$ cat src/rtl/privtrap_if.sv
// privtrap_if: M-stage bundle between the privileged-instruction decoder,
// the CSR file and the trap sequencer.
//   master: decoder/CSR side (drives faults, returns, CSR views; reads trap results)
//   slave : privtrap (reads the above, drives trap/return/WFI/privilege outputs)
interface privtrap_if;
  logic        StallM;
  logic        IllegalInstrFaultM, EcallFaultM, BreakpointFaultM;
  logic        mretM, sretM, wfiM;
  logic        InstrMisalignedFaultM, InstrAccessFaultM;
  logic        LoadMisalignedFaultM, LoadAccessFaultM;
  logic        StoreAmoMisalignedFaultM, StoreAmoAccessFaultM;
  logic [11:0] MIP_REGW, MIE_REGW;
  logic [15:0] MEDELEG_REGW;
  logic [11:0] MIDELEG_REGW;
  logic        STATUS_MIE, STATUS_SIE;
  logic [1:0]  STATUS_MPP;
  logic        STATUS_SPP;
  logic        TrapM, InterruptM, DelegateM, RetM, WFIStallM;
  logic [3:0]  CauseM;
  logic [1:0]  PrivilegeModeW;

  modport master (
    output StallM, IllegalInstrFaultM, EcallFaultM, BreakpointFaultM,
           mretM, sretM, wfiM, InstrMisalignedFaultM, InstrAccessFaultM,
           LoadMisalignedFaultM, LoadAccessFaultM, StoreAmoMisalignedFaultM,
           StoreAmoAccessFaultM, MIP_REGW, MIE_REGW, MEDELEG_REGW, MIDELEG_REGW,
           STATUS_MIE, STATUS_SIE, STATUS_MPP, STATUS_SPP,
    input  TrapM, InterruptM, CauseM, DelegateM, RetM, WFIStallM, PrivilegeModeW
  );

  modport slave (
    input  StallM, IllegalInstrFaultM, EcallFaultM, BreakpointFaultM,
           mretM, sretM, wfiM, InstrMisalignedFaultM, InstrAccessFaultM,
           LoadMisalignedFaultM, LoadAccessFaultM, StoreAmoMisalignedFaultM,
           StoreAmoAccessFaultM, MIP_REGW, MIE_REGW, MEDELEG_REGW, MIDELEG_REGW,
           STATUS_MIE, STATUS_SIE, STATUS_MPP, STATUS_SPP,
    output TrapM, InterruptM, CauseM, DelegateM, RetM, WFIStallM, PrivilegeModeW
  );
endinterface

$ cat src/rtl/privtrap.sv
// privtrap: M-stage trap arbitration and privilege-mode sequencer.
//   clk   : core clock
//   reset : asynchronous, active-low
//   bus   : privtrap_if.slave -- faults/returns/wfi and CSR views in;
//           TrapM, InterruptM, CauseM, DelegateM, RetM (combinational),
//           WFIStallM, PrivilegeModeW (registered) out.
module privtrap #(
  parameter bit S_SUPPORTED = 1'b1,
  parameter bit U_SUPPORTED = 1'b1
) (
  input logic       clk,
  input logic       reset,
  privtrap_if.slave bus
);
  localparam logic [1:0] M_MODE = 2'b11;
  localparam logic [1:0] S_MODE = 2'b01;
  localparam logic [1:0] U_MODE = 2'b00;

  typedef enum logic [1:0] {ST_RUN, ST_WAIT, ST_WAKE} wfi_state_t;

  logic [11:0] int_pend_q, live_pend, deleg_int, int_en, valid_int;
  logic [1:0]  priv_q, mret_mode;
  logic        s_int_ok, m_int_ok, int_any, exc_any, trap, deleg, wfi_stall_q;
  logic [3:0]  int_cause, exc_cause, cause;
  logic [15:0] mideleg_ext;
  wfi_state_t  wfi_state;

  assign live_pend = bus.MIP_REGW & bus.MIE_REGW;

  // Registered pending set; captured even while stalled.
  always_ff @(posedge clk or negedge reset)
    if (!reset) int_pend_q <= '0;
    else        int_pend_q <= live_pend;

  // Delegated interrupts are only taken below M; non-delegated ones are
  // always taken below M and in M only with MIE.
  assign deleg_int = bus.MIDELEG_REGW & {12{S_SUPPORTED}};
  assign s_int_ok  = (priv_q == U_MODE) | ((priv_q == S_MODE) & bus.STATUS_SIE);
  assign m_int_ok  = (priv_q != M_MODE) | bus.STATUS_MIE;
  assign int_en    = (deleg_int & {12{s_int_ok}}) | (~deleg_int & {12{m_int_ok}});
  assign valid_int = int_pend_q & int_en;
  assign int_any   = |valid_int;

  always_comb begin
    int_cause = 4'd0;
    if      (valid_int[11]) int_cause = 4'd11;
    else if (valid_int[3])  int_cause = 4'd3;
    else if (valid_int[7])  int_cause = 4'd7;
    else if (valid_int[9])  int_cause = 4'd9;
    else if (valid_int[1])  int_cause = 4'd1;
    else if (valid_int[5])  int_cause = 4'd5;
  end

  always_comb begin
    exc_any   = 1'b1;
    exc_cause = 4'd0;
    if      (bus.InstrAccessFaultM)        exc_cause = 4'd1;
    else if (bus.IllegalInstrFaultM)       exc_cause = 4'd2;
    else if (bus.InstrMisalignedFaultM)    exc_cause = 4'd0;
    else if (bus.EcallFaultM)              exc_cause = 4'd8 + {2'b00, priv_q};
    else if (bus.BreakpointFaultM)         exc_cause = 4'd3;
    else if (bus.StoreAmoMisalignedFaultM) exc_cause = 4'd6;
    else if (bus.LoadMisalignedFaultM)     exc_cause = 4'd4;
    else if (bus.StoreAmoAccessFaultM)     exc_cause = 4'd7;
    else if (bus.LoadAccessFaultM)         exc_cause = 4'd5;
    else                                   exc_any   = 1'b0;
  end

  assign cause       = int_any ? int_cause : exc_cause;
  assign trap        = int_any | exc_any;
  assign mideleg_ext = {4'b0000, bus.MIDELEG_REGW};
  assign deleg       = S_SUPPORTED & (priv_q != M_MODE) &
                       (int_any ? mideleg_ext[cause] : bus.MEDELEG_REGW[cause]);

  // mret target: no U means always M; S without S support collapses to U.
  always_comb begin
    mret_mode = bus.STATUS_MPP;
    if (!U_SUPPORTED)                                     mret_mode = M_MODE;
    else if ((bus.STATUS_MPP == S_MODE) && !S_SUPPORTED)  mret_mode = U_MODE;
  end

  always_ff @(posedge clk or negedge reset)
    if (!reset) priv_q <= M_MODE;
    else if (!bus.StallM) begin
      if      (trap)      priv_q <= deleg ? S_MODE : M_MODE;
      else if (bus.mretM) priv_q <= mret_mode;
      else if (bus.sretM) priv_q <= {1'b0, bus.STATUS_SPP};
    end

  // WFI sequencer. Wake uses the live pending set (global enables ignored)
  // and is not gated by StallM so a stalled WAIT can still release.
  always_ff @(posedge clk or negedge reset)
    if (!reset) begin
      wfi_state   <= ST_RUN;
      wfi_stall_q <= 1'b0;
    end else begin
      case (wfi_state)
        ST_RUN:
          if (bus.wfiM && !trap && !bus.StallM && (live_pend == '0)) begin
            wfi_state   <= ST_WAIT;
            wfi_stall_q <= 1'b1;
          end
        ST_WAIT:
          if ((live_pend != '0) || trap) begin
            wfi_state   <= ST_WAKE;
            wfi_stall_q <= 1'b0;
          end
        default: begin
          wfi_state   <= ST_RUN;
          wfi_stall_q <= 1'b0;
        end
      endcase
    end

  assign bus.TrapM          = trap;
  assign bus.InterruptM     = int_any;
  assign bus.CauseM         = cause;
  assign bus.DelegateM      = deleg;
  assign bus.RetM           = (bus.mretM | bus.sretM) & ~trap;
  assign bus.WFIStallM      = wfi_stall_q;
  assign bus.PrivilegeModeW = priv_q;
endmodule

$ cat src/flat_wrapper.sv
// flat-port wrapper written by rule: the top's interface ports become plain ports
module privtrap_flat 
#(
  parameter bit S_SUPPORTED = 1'b1,
  parameter bit U_SUPPORTED = 1'b1
)
  (clk, reset, bus_StallM, bus_IllegalInstrFaultM, bus_EcallFaultM, bus_BreakpointFaultM, bus_mretM, bus_sretM, bus_wfiM, bus_InstrMisalignedFaultM, bus_InstrAccessFaultM, bus_LoadMisalignedFaultM, bus_LoadAccessFaultM, bus_StoreAmoMisalignedFaultM, bus_StoreAmoAccessFaultM, bus_MIP_REGW, bus_MIE_REGW, bus_MEDELEG_REGW, bus_MIDELEG_REGW, bus_STATUS_MIE, bus_STATUS_SIE, bus_STATUS_MPP, bus_STATUS_SPP, bus_TrapM, bus_InterruptM, bus_CauseM, bus_DelegateM, bus_RetM, bus_WFIStallM, bus_PrivilegeModeW);
  privtrap_if bus_i ();
  input logic clk;
  input logic reset;
  input wire logic [$bits(bus_i.StallM)-1:0] bus_StallM;
  input wire logic [$bits(bus_i.IllegalInstrFaultM)-1:0] bus_IllegalInstrFaultM;
  input wire logic [$bits(bus_i.EcallFaultM)-1:0] bus_EcallFaultM;
  input wire logic [$bits(bus_i.BreakpointFaultM)-1:0] bus_BreakpointFaultM;
  input wire logic [$bits(bus_i.mretM)-1:0] bus_mretM;
  input wire logic [$bits(bus_i.sretM)-1:0] bus_sretM;
  input wire logic [$bits(bus_i.wfiM)-1:0] bus_wfiM;
  input wire logic [$bits(bus_i.InstrMisalignedFaultM)-1:0] bus_InstrMisalignedFaultM;
  input wire logic [$bits(bus_i.InstrAccessFaultM)-1:0] bus_InstrAccessFaultM;
  input wire logic [$bits(bus_i.LoadMisalignedFaultM)-1:0] bus_LoadMisalignedFaultM;
  input wire logic [$bits(bus_i.LoadAccessFaultM)-1:0] bus_LoadAccessFaultM;
  input wire logic [$bits(bus_i.StoreAmoMisalignedFaultM)-1:0] bus_StoreAmoMisalignedFaultM;
  input wire logic [$bits(bus_i.StoreAmoAccessFaultM)-1:0] bus_StoreAmoAccessFaultM;
  input wire logic [$bits(bus_i.MIP_REGW)-1:0] bus_MIP_REGW;
  input wire logic [$bits(bus_i.MIE_REGW)-1:0] bus_MIE_REGW;
  input wire logic [$bits(bus_i.MEDELEG_REGW)-1:0] bus_MEDELEG_REGW;
  input wire logic [$bits(bus_i.MIDELEG_REGW)-1:0] bus_MIDELEG_REGW;
  input wire logic [$bits(bus_i.STATUS_MIE)-1:0] bus_STATUS_MIE;
  input wire logic [$bits(bus_i.STATUS_SIE)-1:0] bus_STATUS_SIE;
  input wire logic [$bits(bus_i.STATUS_MPP)-1:0] bus_STATUS_MPP;
  input wire logic [$bits(bus_i.STATUS_SPP)-1:0] bus_STATUS_SPP;
  output wire logic [$bits(bus_i.TrapM)-1:0] bus_TrapM;
  output wire logic [$bits(bus_i.InterruptM)-1:0] bus_InterruptM;
  output wire logic [$bits(bus_i.CauseM)-1:0] bus_CauseM;
  output wire logic [$bits(bus_i.DelegateM)-1:0] bus_DelegateM;
  output wire logic [$bits(bus_i.RetM)-1:0] bus_RetM;
  output wire logic [$bits(bus_i.WFIStallM)-1:0] bus_WFIStallM;
  output wire logic [$bits(bus_i.PrivilegeModeW)-1:0] bus_PrivilegeModeW;
  assign bus_i.StallM = bus_StallM;
  assign bus_i.IllegalInstrFaultM = bus_IllegalInstrFaultM;
  assign bus_i.EcallFaultM = bus_EcallFaultM;
  assign bus_i.BreakpointFaultM = bus_BreakpointFaultM;
  assign bus_i.mretM = bus_mretM;
  assign bus_i.sretM = bus_sretM;
  assign bus_i.wfiM = bus_wfiM;
  assign bus_i.InstrMisalignedFaultM = bus_InstrMisalignedFaultM;
  assign bus_i.InstrAccessFaultM = bus_InstrAccessFaultM;
  assign bus_i.LoadMisalignedFaultM = bus_LoadMisalignedFaultM;
  assign bus_i.LoadAccessFaultM = bus_LoadAccessFaultM;
  assign bus_i.StoreAmoMisalignedFaultM = bus_StoreAmoMisalignedFaultM;
  assign bus_i.StoreAmoAccessFaultM = bus_StoreAmoAccessFaultM;
  assign bus_i.MIP_REGW = bus_MIP_REGW;
  assign bus_i.MIE_REGW = bus_MIE_REGW;
  assign bus_i.MEDELEG_REGW = bus_MEDELEG_REGW;
  assign bus_i.MIDELEG_REGW = bus_MIDELEG_REGW;
  assign bus_i.STATUS_MIE = bus_STATUS_MIE;
  assign bus_i.STATUS_SIE = bus_STATUS_SIE;
  assign bus_i.STATUS_MPP = bus_STATUS_MPP;
  assign bus_i.STATUS_SPP = bus_STATUS_SPP;
  assign bus_TrapM = bus_i.TrapM;
  assign bus_InterruptM = bus_i.InterruptM;
  assign bus_CauseM = bus_i.CauseM;
  assign bus_DelegateM = bus_i.DelegateM;
  assign bus_RetM = bus_i.RetM;
  assign bus_WFIStallM = bus_i.WFIStallM;
  assign bus_PrivilegeModeW = bus_i.PrivilegeModeW;
  privtrap #(.S_SUPPORTED(S_SUPPORTED), .U_SUPPORTED(U_SUPPORTED)) u_core (.clk(clk), .reset(reset), .bus(bus_i));
endmodule
$ cat config.mk
export PLATFORM = sky130hd
export DESIGN_NAME = privtrap_flat
export DESIGN_NICKNAME = d
export VERILOG_FILES = /design/src/rtl/privtrap_if.sv /design/src/rtl/privtrap.sv /design/src/flat_wrapper.sv
export SDC_FILE = /design/constraint.sdc
export NUM_CORES = 1
export LEC_CHECK = 0
export ABC_AREA = 1
export CORE_MARGIN = 3
export CORE_UTILIZATION = 39
export CTS_BUF_LIST = sky130_fd_sc_hd__clkbuf_8
export DETAILED_ROUTE_END_ITERATION = 8
export MAX_ROUTING_LAYER = met4
export PLACE_DENSITY = 0.8
export SLEW_MARGIN = 10
export SYNTH_ARGS = -nofsm -noshare
export SYNTH_HDL_FRONTEND = slang
export SYNTH_SLANG_ARGS = --single-unit
$ cat constraint.sdc
create_clock -name clk -period 3.4 [get_ports clk]
set_clock_uncertainty 0.1 [all_clocks]
set_input_delay 0.85 -clock clk [delete_from_list [all_inputs] [get_ports clk]]
set_output_delay 0.85 -clock clk [all_outputs]
set_load 0.05 [all_outputs]
**Word level (Yosys, flattened, before mapping)**

Index checks and enable logic that the tools add are counted.

- Order comparisons: 1
- Bitwise gates (word level): 15
- Reductions and logical operators: 14
- Multiplexer cells: 40
- Equality and inequality tests: 5
- Add/sub/neg operators: 1

Operators with widths:

| operator | number |
|---|---|
| $mux W4 | 14 |
| $and A12 B12 Y12 | 4 |
| $mux W1 | 14 |
| $logic_not A12 Y1 | 1 |
| $mux W2 | 6 |
| $not A12 Y12 | 1 |
| $or A12 B12 Y12 | 1 |
| $reduce_bool A12 Y1 | 1 |
| $reduce_or A12 Y1 | 1 |
| $bmux W1 S4 | 2 |
| $mux W3 | 2 |
| $lt A4 B5 Y1 const B | 1 |
| $add A4 B2 Y4 const A | 1 |
| $eq A2 B1 Y1 const B | 2 |
| $logic_not A2 Y1 | 2 |
| $ne A2 B1 Y1 const B | 2 |
| $or A1 B1 Y1 | 4 |
| $pmux W2 S2 | 1 |
| $reduce_and A2 Y1 | 2 |
| $and A1 B1 Y1 | 3 |
| $logic_and A1 B1 Y1 | 3 |
| $reduce_bool A3 Y1 | 1 |
| $logic_not A1 Y1 | 2 |
| $ne A2 B2 Y1 const B | 1 |
| other kinds (3) | 4 |

- Input port bits: 72
- Word-level logic and storage cells: 80
- Bits in registers: 17
- Output and inout bits: 11

**Depth between registers and ports, before layout**

- Depth after elaboration: 19
- Mapped depth: 20
- Depth with buffers taken out: 20

**Worst setup path after synthesis**

Ideal clock, no wire load.

- Kind: input to output
- From: input bus_STATUS_SIE
- To: output bus_DelegateM
- Data required time: 2450 ps
- Setup slack: -915 ps
- Path buffers: 0
- Cell stages on the path: 15
- Arrival: 3365 ps
- Cell sequence: inv_1 nand2_1 nand2_2 nand2_1 nand3_2 nand2_2 nor2_4 nand3_4 nor2_2 a21oi_2 inv_1 nand3_1 nand3_1 nand2_1 a21boi_1

- Elaborated cells between the ends (all ways): 19
- Those cells by class: mux: 12; bitwise: 6; reduce/logical: 1

RTL lines:

| item | line | RTL |
|---|---|---|
| start, declared | flat_wrapper.sv:29 | `input wire logic [$bits(bus_i.STATUS_SIE)-1:0] bus_STATUS_SIE;` |
| $and A1 B1 Y1 (*) | privtrap.sv:38 | `assign s_int_ok = (priv_q == U_MODE) \| ((priv_q == S_MODE) & bus.STATUS_SIE);` |
| $or A1 B1 Y1 (*) | privtrap.sv:38 |  |
| $and A12 B12 Y12 (*) | privtrap.sv:40 | `assign int_en = (deleg_int & {12{s_int_ok}}) \| (~deleg_int & {12{m_int_ok}});` |
| $or A12 B12 Y12 (*) | privtrap.sv:40 |  |
| $and A12 B12 Y12 (*) | privtrap.sv:41 | `assign valid_int = int_pend_q & int_en;` |
| $reduce_or A12 Y1 (*) | privtrap.sv:42 | `assign int_any = \|valid_int;` |
| via bus_InterruptM | flat_wrapper.sv:33 | `output wire logic [$bits(bus_i.InterruptM)-1:0] bus_InterruptM;` |
| $mux W4 (*) | privtrap.sv:69 | `assign cause = int_any ? int_cause : exc_cause;` |
| via bus_CauseM[2] | flat_wrapper.sv:34 | `output wire logic [$bits(bus_i.CauseM)-1:0] bus_CauseM;` |
| $bmux W1 S4 | privtrap.sv:73 | `(int_any ? mideleg_ext[cause] : bus.MEDELEG_REGW[cause]);` |
| $mux W1 (implied by the code) | privtrap.sv:73 |  |
| $mux W1 (*) | privtrap.sv:73 |  |
| $and A1 B1 Y1 (*) | privtrap.sv:72 | `assign deleg = S_SUPPORTED & (priv_q != M_MODE) &` |
| end, declared | flat_wrapper.sv:35 | `output wire logic [$bits(bus_i.DelegateM)-1:0] bus_DelegateM;` |

The timed path passes the listed nets; every way through them passes the cells marked *. The select of a mux whose other input is x is not followed.

**Worst setup path after layout**

- From: register u_core.priv_q[1], in the netlist u_core.bus.PrivilegeModeW[1]
- To: output bus_DelegateM

- Word-level cells in the longest chain between the ends: 17
- Elaborated cells between the ends (all ways): 29
- Those cells by class: add/sub: 1; eq/ne: 2; mux: 16; bitwise: 8; reduce/logical: 2

Ends and longest elaborated chain:

| item | line | RTL |
|---|---|---|
| start, declared | privtrap.sv:22 | `logic [1:0] priv_q, mret_mode;` |
| start signal, assigned | privtrap.sv:85 | `if (trap) priv_q <= deleg ? S_MODE : M_MODE;` |
| start signal, assigned | privtrap.sv:86 | `else if (bus.mretM) priv_q <= mret_mode;` |
| start signal, assigned | privtrap.sv:87 | `else if (bus.sretM) priv_q <= {1'b0, bus.STATUS_SPP};` |
| $eq A2 B1 Y1 | privtrap.sv:38 |  |
| $and A1 B1 Y1 | privtrap.sv:38 |  |
| $or A1 B1 Y1 | privtrap.sv:38 |  |
| $and A12 B12 Y12 | privtrap.sv:40 |  |
| $or A12 B12 Y12 | privtrap.sv:40 |  |
| $and A12 B12 Y12 | privtrap.sv:41 |  |
| $mux W3 | privtrap.sv:51 | `else if (valid_int[5]) int_cause = 4'd5;` |
| $mux W4 | privtrap.sv:50 | `else if (valid_int[1]) int_cause = 4'd1;` |
| $mux W4 | privtrap.sv:49 | `else if (valid_int[9]) int_cause = 4'd9;` |
| $mux W4 | privtrap.sv:48 | `else if (valid_int[7]) int_cause = 4'd7;` |
| $mux W4 | privtrap.sv:47 | `else if (valid_int[3]) int_cause = 4'd3;` |
| $mux W4 | privtrap.sv:46 | `if (valid_int[11]) int_cause = 4'd11;` |
| $mux W4 | privtrap.sv:69 |  |
| $bmux W1 S4 | privtrap.sv:73 |  |
| $mux W1 (implied by the code) | privtrap.sv:73 |  |
| $mux W1 | privtrap.sv:73 |  |
| $and A1 B1 Y1 (*) | privtrap.sv:72 |  |

Mark *: on every way between the ends. The rest lies on a longest branch, timed or not. The select of a mux whose other input is x is not followed.

==> impl_metrics.tcl <==
set metrics [dict create \
    status "finished with violations" \
    violations "setup timing" \
    cts_made_buffers 3 \
    grt_pass1_wl_um 10900 \
    drt-wirelength-per-cell_um 22.3 \
    clkLatencyLatePin_ps 250 \
    place_congestion 0.820 \
    htreeDepth 1 \
    tritoncts "built" \
    required_ps 2450 \
    clock_path_buffers 2 \
    overflow 0 \
    clkTransAtPathRegs_ps 60 \
    synth.largest_area_cell "dfrtp_1" \
    grtUsageTotal_pct 32.1 \
    max_freq_ghz 0.242 \
    yosys-top-cells-area "dfrtp_1 (23%), nand2_1 (16%), nand3_1 (14%), inv_1 (11%), nand3_2 (4.6%)" \
    maxCapViolCount 0 \
    dp_cells 393 \
    hold_class "reg -> reg" \
    final_nets 454 \
    area_growth_syn_to_layout_pct 126 \
    viasPerCell 5.97 \
    fin_crit_ps 4140 \
    die_y_um 68.6 \
    synth.avg_cell_area_um2 6.40 \
    remaining_drc_errors 0 \
    min_period_over_period_pct 122 \
    worst_pin_slew_ps 680 \
    core-area_um2 3720 \
    timing.final.ws_setup_ps -736 \
    finalSetupTns_ps -3170 \
    syn_nets 311 \
    syn_inst 239 \
    root_buffer "clkbuf_8" \
    stdcell_area_um2 3450 \
    ys_types 30 \
    die_area_um2 4710 \
    ant_nets 0 \
    grt_pass1_vias 2349 \
    grt_max_degree 17 \
    fin_cells 430 \
    post_dp_cell_area_um2 2750 \
    portBuffers 82 \
    slew_viol_final 0 \
    antenna_found_initial 0 \
    report.final.setup_viol 8 \
    drtIter0Drc 378 \
    drt_first_pass_iters 7 \
    endpoint_kind "primary output" \
    totalWireLength_um 9590 \
    vdd_drop_max_v 0.000262 \
    path_class "reg -> out" \
    io_pins 83 \
    ys_ff_latch 16 \
    worst_setup_path_start_kind "flip-flop" \
    synth_top_area_share_pct 22.9 \
    syn_area_um2 1530 \
    fp-row-count 22 \
    hold_viol 0 \
    max-slew-margin-rel_pct 54.5 \
    ys.flop_type "dfrtp_1" \
    synth_edf_count 0 \
    drive_gt1_share_pct 44.1 \
    power_density_nw_per_um2 363 \
    synth_warnings 0 \
    cp_max_fo 5 \
    die_x_um 68.6 \
    fill_cells 121 \
    initial_utilization_pct 41.1 \
    vias 2569 \
    synthArstFlopShare_pct 100 \
    cp.arrival_ps 3190 \
    dpl.hpwl_um 4120 \
    p_leak_uw 0.00168 \
    cts_sinks 16 \
    rsz0062_at_grt "yes" \
    ys_seq_area_share_pct 26.4 \
]
## cells in the final DEF (no fill, tap or decap), types with 3 or more instances in the layout
| cell | synthesis | routed |
|---|---|---|
| nand3_2 | 7 | 25 |
| nand2_2 | 11 | 22 |
| nor3_1 | 5 | 4 |
| clkdlybuf4s50_1 | 0 | 52 |
| buf_4 | 0 | 40 |
| nor2_4 | 3 | 8 |
| nand4_1 | 4 | 4 |
| nand2_4 | 2 | 4 |
| dlygate4sd2_1 | 0 | 12 |
| buf_12 | 0 | 8 |
| inv_4 | 0 | 3 |
| a21oi_1 | 8 | 5 |
| buf_6 | 2 | 16 |
| clkbuf_8 | 0 | 4 |
| nand2_8 | 0 | 7 |
| inv_1 | 44 | 36 |
| nand3_1 | 44 | 21 |
| nand2_1 | 67 | 50 |
| dfrtp_1 | 14 | 14 |
| clkdlybuf4s15_1 | 0 | 5 |
| nand3_4 | 1 | 6 |
## per-layer routing
| layer | up-vias | track usage [%] | part of all wire (%) | routed length, µm |
|---|---|---|---|---|
| met1 | 1148 | 32.0 | 33 | 3170 |
| met5 | - | - | 0 | 0 |
| met4 | 0 | 22.6 | 8.5 | 816 |
| met3 | 102 | 5.51 | 13 | 1200 |
| li1 | 1063 | - | - | - |
| met2 | 256 | 56.4 | 46 | 4400 |
## flip-flops by register name, summed over array words and instances, names as in the netlist
signal	flops
u_core.bus.PrivilegeModeW	2
u_core.int_pend_q	12
u_core.wfi_state	2
## through the flow
step	setup slack [ps]	util, %	hold WS, ps	total power (µW)
2_1_floorplan	-338	-	301	535
3_3_place_gp	-781	74.1	322	764
3_5_place_dp	-845	74.1	333	775
4_1_cts	-341	86.4	340	1070
5_1_grt	-947	92.8	380	1300
6_report	-736	92.9	347	1250
## final timing paths
path	cells past startpoint	to	slack, ps	start
worst min register to register	1	u_core.wfi_state[0]	350	u_core.wfi_state[1]
worst min-delay path	1	u_core.wfi_state[0]	350	u_core.wfi_state[1]
worst max-delay path	15	bus_DelegateM	-740	u_core.bus.PrivilegeModeW[1]
worst max register to register	19	u_core.bus.PrivilegeModeW[1]	170	u_core.bus.PrivilegeModeW[1]
max in group asynchronous	1	u_core.int_pend_q[4]	1850	reset
min in group asynchronous	1	u_core.wfi_state[0]	920	reset
## logic make-up (layout without fill, tap and decap cells)
logic type	count (synthesis)	after routing	share of synthesized area, %
buf+inv	49	187	13.2
other cells	0	1	0
simple gates	155	159	53.0
flops	16	16	26.4
compound gates	19	19	7.45
## synthesized netlist by cell type, types with 3 or more instances
cell type  number
nand3_2         7
nand2_1        67
nor3_1          5
dfrtp_1        14
nand2_2        11
nand3_1        44
nor2_4          3
a21oi_1         8
nor2_1          6
o21ai_0         4
inv_1          44
nand4_1         4
## cell type report
class                   instances  area, µm²  area share, %
diodes                          1       2.50         0.0725
clock buffers                   4       55.1           1.60
inverters                      46        213           6.16
multi-input cells             178       1360           39.3
flip-flops and latches         16        407           11.8
well taps                      48       60.1           1.74
repair buffers                137       1360           39.4
## worst max-delay path, stage by stage, from the launching register on
cell	delay (ps)
dfstp_2	630
clkinvlp_4	230
nand2_4	180
nand2_1	130
nand2_1	140
o21ai_2	90
nor2_4	160
nand3_4	210
buf_6	190
buf_6	130
nor2_4	130
a31oi_4	120
a21oi_2	170
nand2_2	110
a21boi_4	170
buf_12	150
## power by group
part | switching [µW] | internal (µW) | total, µW
combinational | 494 | 379 | 873
sequential | 12.4 | 203 | 215
clock | 61.1 | 103 | 164
## what timing repair did
action,4_1_cts,5_1_grt
hold buffers,0,0
gates resized for setup,103,35
endpoints found under the setup margin,8,7
gates cloned,5,0
setup buffers,12,21
pin swaps,46,24
No activity file was read; power rests on OpenSTA's default activity.
